### src/rtl/line_engine.sv
// Bresenham line rasteriser: staged endpoints/colour, one pixel per cycle over valid/ready.
// Optional screen clipping is enabled by defining LINE_CLIP_EN.
module line_engine #(
    parameter int COORD_W  = 10,
    parameter int SCREEN_W = 800,
    parameter int SCREEN_H = 600
) (
    input  logic               clk,
    input  logic               rst,
    input  logic [31:0]        line_color,
    input  logic               line_color_valid,
    input  logic [COORD_W-1:0] line_point,
    input  logic               line_x0_valid,
    input  logic               line_y0_valid,
    input  logic               line_x1_valid,
    input  logic               line_y1_valid,
    input  logic               line_trigger,
    output logic               line_ready,
    output logic [COORD_W-1:0] px_x,
    output logic [COORD_W-1:0] px_y,
    output logic [23:0]        px_color,
    output logic               px_valid,
    input  logic               px_ready
);

    localparam int ERR_W = COORD_W + 2;
`ifdef LINE_CLIP_EN
    localparam bit CLIP_EN = 1'b1;
`else
    localparam bit CLIP_EN = 1'b0;
`endif
    localparam logic [31:0] SCREEN_W_U = SCREEN_W;
    localparam logic [31:0] SCREEN_H_U = SCREEN_H;

    typedef enum logic [1:0] {IDLE, SETUP, DRAW} state_t;

    state_t state_reg, state_next;

    // Point index order: 0=x0, 1=y0, 2=x1, 3=y1
    logic [3:0]         pt_strobe;
    logic [COORD_W-1:0] stage_pt_reg  [4];
    logic [COORD_W-1:0] stage_pt_next [4];
    logic [COORD_W-1:0] work_pt_reg   [4];
    logic [23:0]        stage_color_reg;
    logic [23:0]        stage_color_next;
    logic [23:0]        work_color_reg;
    logic               color_hi_unused;

    logic               trigger_accept;
    logic               step_en;
    logic               clipped;

    // Iterator state, all in the rotated (major = x) frame
    logic                    steep_reg;
    logic                    ystep_neg_reg;
    logic [COORD_W-1:0]      x_reg;
    logic [COORD_W-1:0]      y_reg;
    logic [COORD_W-1:0]      x_end_reg;
    logic [COORD_W-1:0]      dx_reg;
    logic [COORD_W-1:0]      dy_reg;
    logic signed [ERR_W-1:0] err_reg;

    logic [COORD_W-1:0]      adx_c, ady_c;
    logic                    steep_c, swap_c;
    logic [COORD_W-1:0]      sx0_c, sy0_c, sx1_c, sy1_c;
    logic [COORD_W-1:0]      ox0_c, oy0_c, ox1_c, oy1_c;
    logic [COORD_W-1:0]      dx_c, dy_c;

    logic signed [ERR_W-1:0] err_dec;
    logic signed [ERR_W-1:0] err_step;
    logic [COORD_W-1:0]      y_step;
    logic [COORD_W-1:0]      screen_x, screen_y;

    assign pt_strobe       = {line_y1_valid, line_x1_valid, line_y0_valid, line_x0_valid};
    assign color_hi_unused = ^line_color[31:24];

    // Write-through: a strobe in the trigger cycle is seen by that trigger
    generate
        for (genvar gi = 0; gi < 4; gi++) begin : g_stage
            assign stage_pt_next[gi] = pt_strobe[gi] ? line_point : stage_pt_reg[gi];
        end
    endgenerate

    assign stage_color_next = line_color_valid ? line_color[23:0] : stage_color_reg;

    always_comb begin
        adx_c   = (work_pt_reg[2] >= work_pt_reg[0]) ? (work_pt_reg[2] - work_pt_reg[0])
                                                     : (work_pt_reg[0] - work_pt_reg[2]);
        ady_c   = (work_pt_reg[3] >= work_pt_reg[1]) ? (work_pt_reg[3] - work_pt_reg[1])
                                                     : (work_pt_reg[1] - work_pt_reg[3]);
        steep_c = ady_c > adx_c;
        sx0_c   = steep_c ? work_pt_reg[1] : work_pt_reg[0];
        sy0_c   = steep_c ? work_pt_reg[0] : work_pt_reg[1];
        sx1_c   = steep_c ? work_pt_reg[3] : work_pt_reg[2];
        sy1_c   = steep_c ? work_pt_reg[2] : work_pt_reg[3];
        swap_c  = sx0_c > sx1_c;
        ox0_c   = swap_c ? sx1_c : sx0_c;
        oy0_c   = swap_c ? sy1_c : sy0_c;
        ox1_c   = swap_c ? sx0_c : sx1_c;
        oy1_c   = swap_c ? sy0_c : sy1_c;
        dx_c    = ox1_c - ox0_c;
        dy_c    = (oy1_c >= oy0_c) ? (oy1_c - oy0_c) : (oy0_c - oy1_c);
    end

    always_comb begin
        err_dec  = err_reg - $signed({2'b00, dy_reg});
        err_step = err_dec;
        y_step   = y_reg;
        if (err_dec < 0) begin
            err_step = err_dec + $signed({2'b00, dx_reg});
            y_step   = ystep_neg_reg ? (y_reg - COORD_W'(1)) : (y_reg + COORD_W'(1));
        end
    end

    assign screen_x = steep_reg ? y_reg : x_reg;
    assign screen_y = steep_reg ? x_reg : y_reg;
    assign clipped  = CLIP_EN && ((32'(screen_x) >= SCREEN_W_U) || (32'(screen_y) >= SCREEN_H_U));

    assign px_x     = screen_x;
    assign px_y     = screen_y;
    assign px_color = work_color_reg;

    always_ff @(posedge clk) begin
        if (!rst) begin
            state_reg <= IDLE;
        end else begin
            state_reg <= state_next;
        end
    end

    always_comb begin
        state_next     = state_reg;
        trigger_accept = 1'b0;
        step_en        = 1'b0;
        line_ready     = 1'b0;
        px_valid       = 1'b0;
        case (state_reg)
            IDLE: begin
                line_ready = 1'b1;
                if (line_trigger) begin
                    trigger_accept = 1'b1;
                    state_next     = SETUP;
                end
            end
            SETUP: begin
                state_next = DRAW;
            end
            DRAW: begin
                px_valid = !clipped;
                // Clipped pixels are skipped without waiting on the sink
                if (clipped || px_ready) begin
                    if (x_reg == x_end_reg) begin
                        state_next = IDLE;
                    end else begin
                        step_en = 1'b1;
                    end
                end
            end
            default: begin
                state_next = IDLE;
            end
        endcase
    end

    always_ff @(posedge clk) begin
        if (!rst) begin
            for (int i = 0; i < 4; i++) begin
                stage_pt_reg[i] <= '0;
                work_pt_reg[i]  <= '0;
            end
            stage_color_reg <= '0;
            work_color_reg  <= '0;
            steep_reg       <= 1'b0;
            ystep_neg_reg   <= 1'b0;
            x_reg           <= '0;
            y_reg           <= '0;
            x_end_reg       <= '0;
            dx_reg          <= '0;
            dy_reg          <= '0;
            err_reg         <= '0;
        end else begin
            for (int i = 0; i < 4; i++) begin
                stage_pt_reg[i] <= stage_pt_next[i];
                if (trigger_accept) begin
                    work_pt_reg[i] <= stage_pt_next[i];
                end
            end
            stage_color_reg <= stage_color_next;
            if (trigger_accept) begin
                work_color_reg <= stage_color_next;
            end
            if (state_reg == SETUP) begin
                steep_reg     <= steep_c;
                ystep_neg_reg <= !(oy0_c < oy1_c);
                x_reg         <= ox0_c;
                y_reg         <= oy0_c;
                x_end_reg     <= ox1_c;
                dx_reg        <= dx_c;
                dy_reg        <= dy_c;
                err_reg       <= $signed({2'b00, dx_c >> 1});
            end else if (step_en) begin
                x_reg   <= x_reg + COORD_W'(1);
                y_reg   <= y_step;
                err_reg <= err_step;
            end
        end
    end

endmodule

### config.mk
export PLATFORM = sky130hd
export DESIGN_NAME = line_engine
export DESIGN_NICKNAME = d
export VERILOG_FILES = /design/src/rtl/line_engine.sv
export SDC_FILE = /design/constraint.sdc
export NUM_CORES = 1
export LEC_CHECK = 0
export ABC_AREA = 0
export BUFFER_PORTS_ARGS = -buffer_cell sky130_fd_sc_hd__buf_4
export CAP_MARGIN = 5
export CORE_MARGIN = 2
export CORE_UTILIZATION = 67
export DETAILED_ROUTE_END_ITERATION = 6
export PLACE_DENSITY = 0.87
export SYNTH_ARGS = -nofsm -noshare
export SYNTH_HDL_FRONTEND = slang
export SYNTH_SLANG_ARGS = --single-unit
### constraint.sdc
create_clock -name clk -period 24.7 [get_ports clk]
set_clock_uncertainty 0.1 [all_clocks]
set_input_delay 2.47 -clock clk [delete_from_list [all_inputs] [get_ports clk]]
set_output_delay 2.47 -clock clk [all_outputs]
set_load 0.02 [all_outputs]
# After elaboration in Yosys (flattened, before gate mapping)
# Memory sizes are Yosys's and may differ from the RTL's.
# Index checks and enable logic that the tools add are counted.
[classes] addsub=12 mul=0 div_mod_pow=0 bitwise=9 eq_ne=6 muxes=51 shift=0 reduce_logical=7 n_lt_le_gt_ge=7
[ops] op="$mux 10" n=31
[ops] op="$sub 10x10->10" n=7
[ops] op="$ge 10x10->1" n=3
[ops] op="$mux 24" n=1
[ops] op="$add 10x1->10 const B" n=2
[ops] op="$gt 10x10->1" n=2
[ops] op="$mux 9" n=2
[ops] op="$add 12x11->12" n=1
[ops] op="$lt 12x1->1 const B" n=1
[ops] op="$mux 1" n=12
[ops] op="$mux 12" n=1
[ops] op="$sub 12x11->12" n=1
[ops] op="$eq 10x10->1" n=1
[ops] op="$lt 10x10->1" n=1
[ops] op="$sub 10x1->10 const B" n=1
[ops] op="$or 1x1->1" n=8
[ops] op="$mux 2" n=3
[ops] op="$ne 2x2->1 const B" n=3
[ops] op="$pmux 2 s3" n=1
[ops] op="$reduce_bool 2->1" n=2
[ops] op="$reduce_and 3->1" n=1
[ops] op="$eq 2x1->1 const B" n=1
[ops] op="$eq 2x2->1 const B" n=1
[ops] op="$logic_not 2->1" n=1
[ops] op="4 further kinds" n=4
[totals] ff_bits=114 n_memories=2 ramBits=80 wordCells=106 input_bits=51 mem_bits_ro=0 out_inout_bits=46 latchBits=0
[memory_table] memory="stage_pt_reg" depth=4 width=10 read_ports=4 rd_ports_with_merged_regs=0 write_ports=4 line_no="41" rtl="logic [COORD_W-1:0] stage_pt_reg [4];"
[memory_table] memory="work_pt_reg" depth=4 width=10 read_ports=4 rd_ports_with_merged_regs=0 write_ports=4 line_no="43" rtl="logic [COORD_W-1:0] work_pt_reg [4];"

# Longest topological paths before layout
# An unclocked memory read counts as a cell.
[logic_depth] word_depth=9 depth_mapped=57 ltp_nobuf=51

# Worst setup path after synthesis
# Ideal clock, no wire load.
[synth_timing] path_kind="flip-flop to flip-flop" startpoint="mem work_pt_reg[3][0]" endpoint="reg dy_reg[7]" t_required_ns=24.530 period_less_slack_ns=10.709 setup_ns=0.070 n_path_buf=8 path_slack_ns=13.991 arrival_ns=10.539 path_stages_with_launch=55 path_cell_list="edfxtp_1 inv_1 ha_1 inv_1 fa_1 a21oi_1 o21ai_0 a21o_1 a21oi_1 o21bai_1 a221o_1 a21oi_1 mux2_2 a221oi_1 o21ai_0 a222oi_1 xnor2_1 ha_1 (+19 left out) mux2i_1 inv_1 ha_1 inv_1 fa_1 a21o_1 a21oi_1 a21o_1 a21boi_0 o21ai_0 nand2b_1 buf_1 mux2i_1 o21ai_0 a21oi_1 xnor2_1 nand2_1 a21oi_1"
[synth_rtl] element="from (decl)" line_no="43"
[synth_rtl] element="to (signal assigned)" line_no="199" rtl="dy_reg <= dy_c;"
[synth_rtl] element="to (decl)" line_no="60" rtl="logic [COORD_W-1:0] dy_reg;"

==> impl_metrics.toml <==
[finish]
finish.net_count = 1783
layout.area.seq_mm2 = 0.00428
stdcell_area_mm2 = 0.0149
multi_input_area_mm2 = 0.00840
layout-area-overhead-vs-synth_pct = 10.3
final_layout_size_suffix_gt1_share_pct = 11.6
antennaDiodeCount = 0
fillers = 1423

[yosys]
yosysTopAreaCell = "dfxtp_1"
number_of_flops_mapped_to_enable_cells_by_yosys = 40
synth.distinct_cells = 79
post_synth_inst_count = 1583
post-synth-top-area-fraction_pct = 22.9
total_nets_after_synthesis = 1749
synth.cell_area_mm2 = 0.0135
synth_commonest_cells = "180 x nor2_1, 154 x dfxtp_1, 133 x nand2_1, 117 x inv_1, 116 x mux2i_1"
synth_seq_cells = 194
postSynthAreaPerCell_um2 = 8.51
asyncSetResetFlopFracSynth_pct = 0
yosys_most_used_dff = "dfxtp_1"
yosys-top-cells-area = "dfxtp_1 23%, ha_1 9.8%, edfxtp_1 8.9%"
fraction_of_the_yosys_area_taken_by_sequential_cells_pct = 31.8
number_of_warnings_reported_in_the_yosys_synthesis_log = 0
yosys.cell_count.top_type = "nor2_1"

[setup_path]
timing.critical_path.to = "dy_reg[8]"
timing.rr.start = "work_pt_reg[3][0]"
crit_cells = 47
critical_path_arrival_ns = 13.11
critical_path.n_buffers_inverters = 7
timing.critical_path.to_type = "register"
cpPeakStageDelay_ns = 0.84
timing.reg2reg.setup_slack_ns = 11.87
critical_path.startpoint_type = "register"
worstRegToRegCells = 47
maximum_fanout_encountered_on_the_critical_timing_path = 88
crit_type = "register to register"
cp_top_family = "compound AO/OA/AOI/OAI gates"
worst_setup_path_startpoint = "work_pt_reg[3][0]"
critical_path.slowest_cell = "nor2_8"
critical_path_required_ns = 24.98
r2r-end = "dy_reg[8]"

[status]
status = "completed"

[cts]
post_cts.repair.setup_buffers = 0
cts_made_buffers = 17
cts.htree.levels = 4
clk_transition_reported_paths_ns = 0.08
clockBufferDepth = 2
clkSinkCount = 194
clock_latency_on_the_worst_skew_pair_ns = 0.45
buffer_type_at_the_clock_tree_root = "clkbuf_16"
post_cts_hold_buffer_count = 0
tritoncts = "done"
post_cts_resized = 0

[global_route]
globalRoute.totalOverflow = 0
grt.total_usage_pct = 31.0
maximum_number_of_pins_on_one_net_before_global_route_repair = 107
number_of_global_route_vias_before_repair = 11185
first_pass_grt_wire_length_um = 54300
number_of_antenna_violations_at_the_first_check_in_global_routing = 0

[job]
max_cap_violations = 0

[floorplanning]
placement_rows = 51
io_pins = 97
die_height_um = 146
die-width_um = 146
initial_util_pct = 68.8
design.die.area_mm2 = 0.0213
core_area_mm2 = 0.0196

[routing]
drt-initial-drc-count = 758
postRouteAntennaNets = 0
viasPerCell = 6.08
count_of_unresolved_drc_violations_after_routing = 0
drt-pass1-iter-count = 5
routed_wl_um = 33100
dr_total_vias = 11515
wire_per_inst_um = 17.4

[sta]
slew_violations = 0
timing_worst_slew_pin_value_ns = 1.04
final_hold_viol_count = 0
finalSetupViolations = 0
unrepaired_setup_endpoints_after_global_routing = "no"
timing.fmax_mhz = 78.0
finalSetupTns_ns = 0
normalized_max_slew_margin_pct = 30.5
fin_crit_ns = 12.83
fin_crit_sh_pct = 51.9
setup_slack_ns = 11.87

[min_path]
timing.hold.worst.class = "register to register"
hold_path.startpoint = "dy_reg[2]"

[placement]
total_half_perimeter_wirelength_after_legalization_and_detailed_placement_um = 24300
globalplace.congestion = 0.910
dp_slack_ns = 12.28
postPlaceCellArea_mm2 = 0.0142
placement.io_buffers = 88
## placed cells by master, fill, tap and decap left out, types with 12 or more instances in the layout
cell type | synthesis | routed
mux2i_1 | 116 | 116
a21oi_1 | 107 | 107
edfxtp_1 | 40 | 40
nand2_1 | 133 | 133
o21bai_1 | 28 | 28
a21o_1 | 29 | 29
ha_1 | 106 | 106
buf_4 | 3 | 102
inv_1 | 117 | 117
o21ai_1 | 14 | 14
nor2b_1 | 19 | 18
xor2_1 | 26 | 26
nor3_1 | 47 | 47
dfxtp_1 | 154 | 154
nand3_1 | 12 | 12
xnor2_1 | 48 | 48
a211oi_1 | 60 | 60
o211ai_1 | 28 | 28
nor2_1 | 180 | 180
mux2_2 | 28 | 28
o21ai_0 | 66 | 66
clkbuf_16 | 0 | 17
## stage by stage
| stage | hold slack (ns) | utilization [%] | cells |
|---|---|---|---|
| after floorplan | 0.332 | - | 1583 |
| after global placement | 0.341 | 72.6 | 1862 |
| after detailed placement | 0.352 | 72.6 | 1862 |
| after CTS | 0.364 | 75.9 | 1894 |
| after global routing | 0.391 | 75.9 | 1895 |
| final | 0.361 | 75.9 | 1895 |
## worst min-delay path by stage
| stage | to | slack [ns] | cells after the start |
|---|---|---|---|
| 2_1_floorplan | dy_reg[2] | 0.33 | 2 |
| 3_3_place_gp | dy_reg[2] | 0.34 | 2 |
| 3_5_place_dp | dy_reg[2] | 0.35 | 2 |
| 4_1_cts | dy_reg[2] | 0.36 | 2 |
| 5_1_grt | x_end_reg[8] | 0.39 | 2 |
| 6_report | dy_reg[2] | 0.36 | 2 |
## worst min-delay path, delay by kind of cell, from the launching register on
kind | cells | cell delay (ns)
AOI/OAI and AO/OA | 1 | 0.05
DFF | 1 | 0.32
and+or+nand+nor | 1 | 0.05
## logic make-up (layout without fill, tap and decap cells)
logic type / Yosys count / after routing / share of synthesized area [%]
AOI/OAI and AO/OA: 402 / 402 / 19.9
adders and majority gates: 117 / 117 / 11.3
DFF: 194 / 194 / 31.8
muxes: 146 / 146 / 11.3
xor gates and xnor gates: 74 / 74 / 4.81
buffers and inverters: 205 / 252 / 5.95
and+or+nand+nor: 445 / 445 / 15.0
## per-layer routing
layer,vias to the layer above,track usage [%],share of wire (%),routed length (um)
li1,5651,-,-,-
met1,5404,37.7,41,13600
met2,369,52.5,48,15800
met3,91,6.30,6.6,2190
met4,0,15.2,4.5,1480
met5,-,0,0,0
## layout make-up
cell class / count / share of cell area (%)
clock buffers: 17 / 2.86
inverters: 118 / 3.00
well taps: 265 / 2.23
repair buffers: 102 / 5.15
clock inverters: 15 / 1.46
multi-input cells: 1184 / 56.5
flip-flops and latches: 194 / 28.8
Power is not shown: default switching activity piles up to over one toggle a cycle in this logic, so the estimate is an artifact.
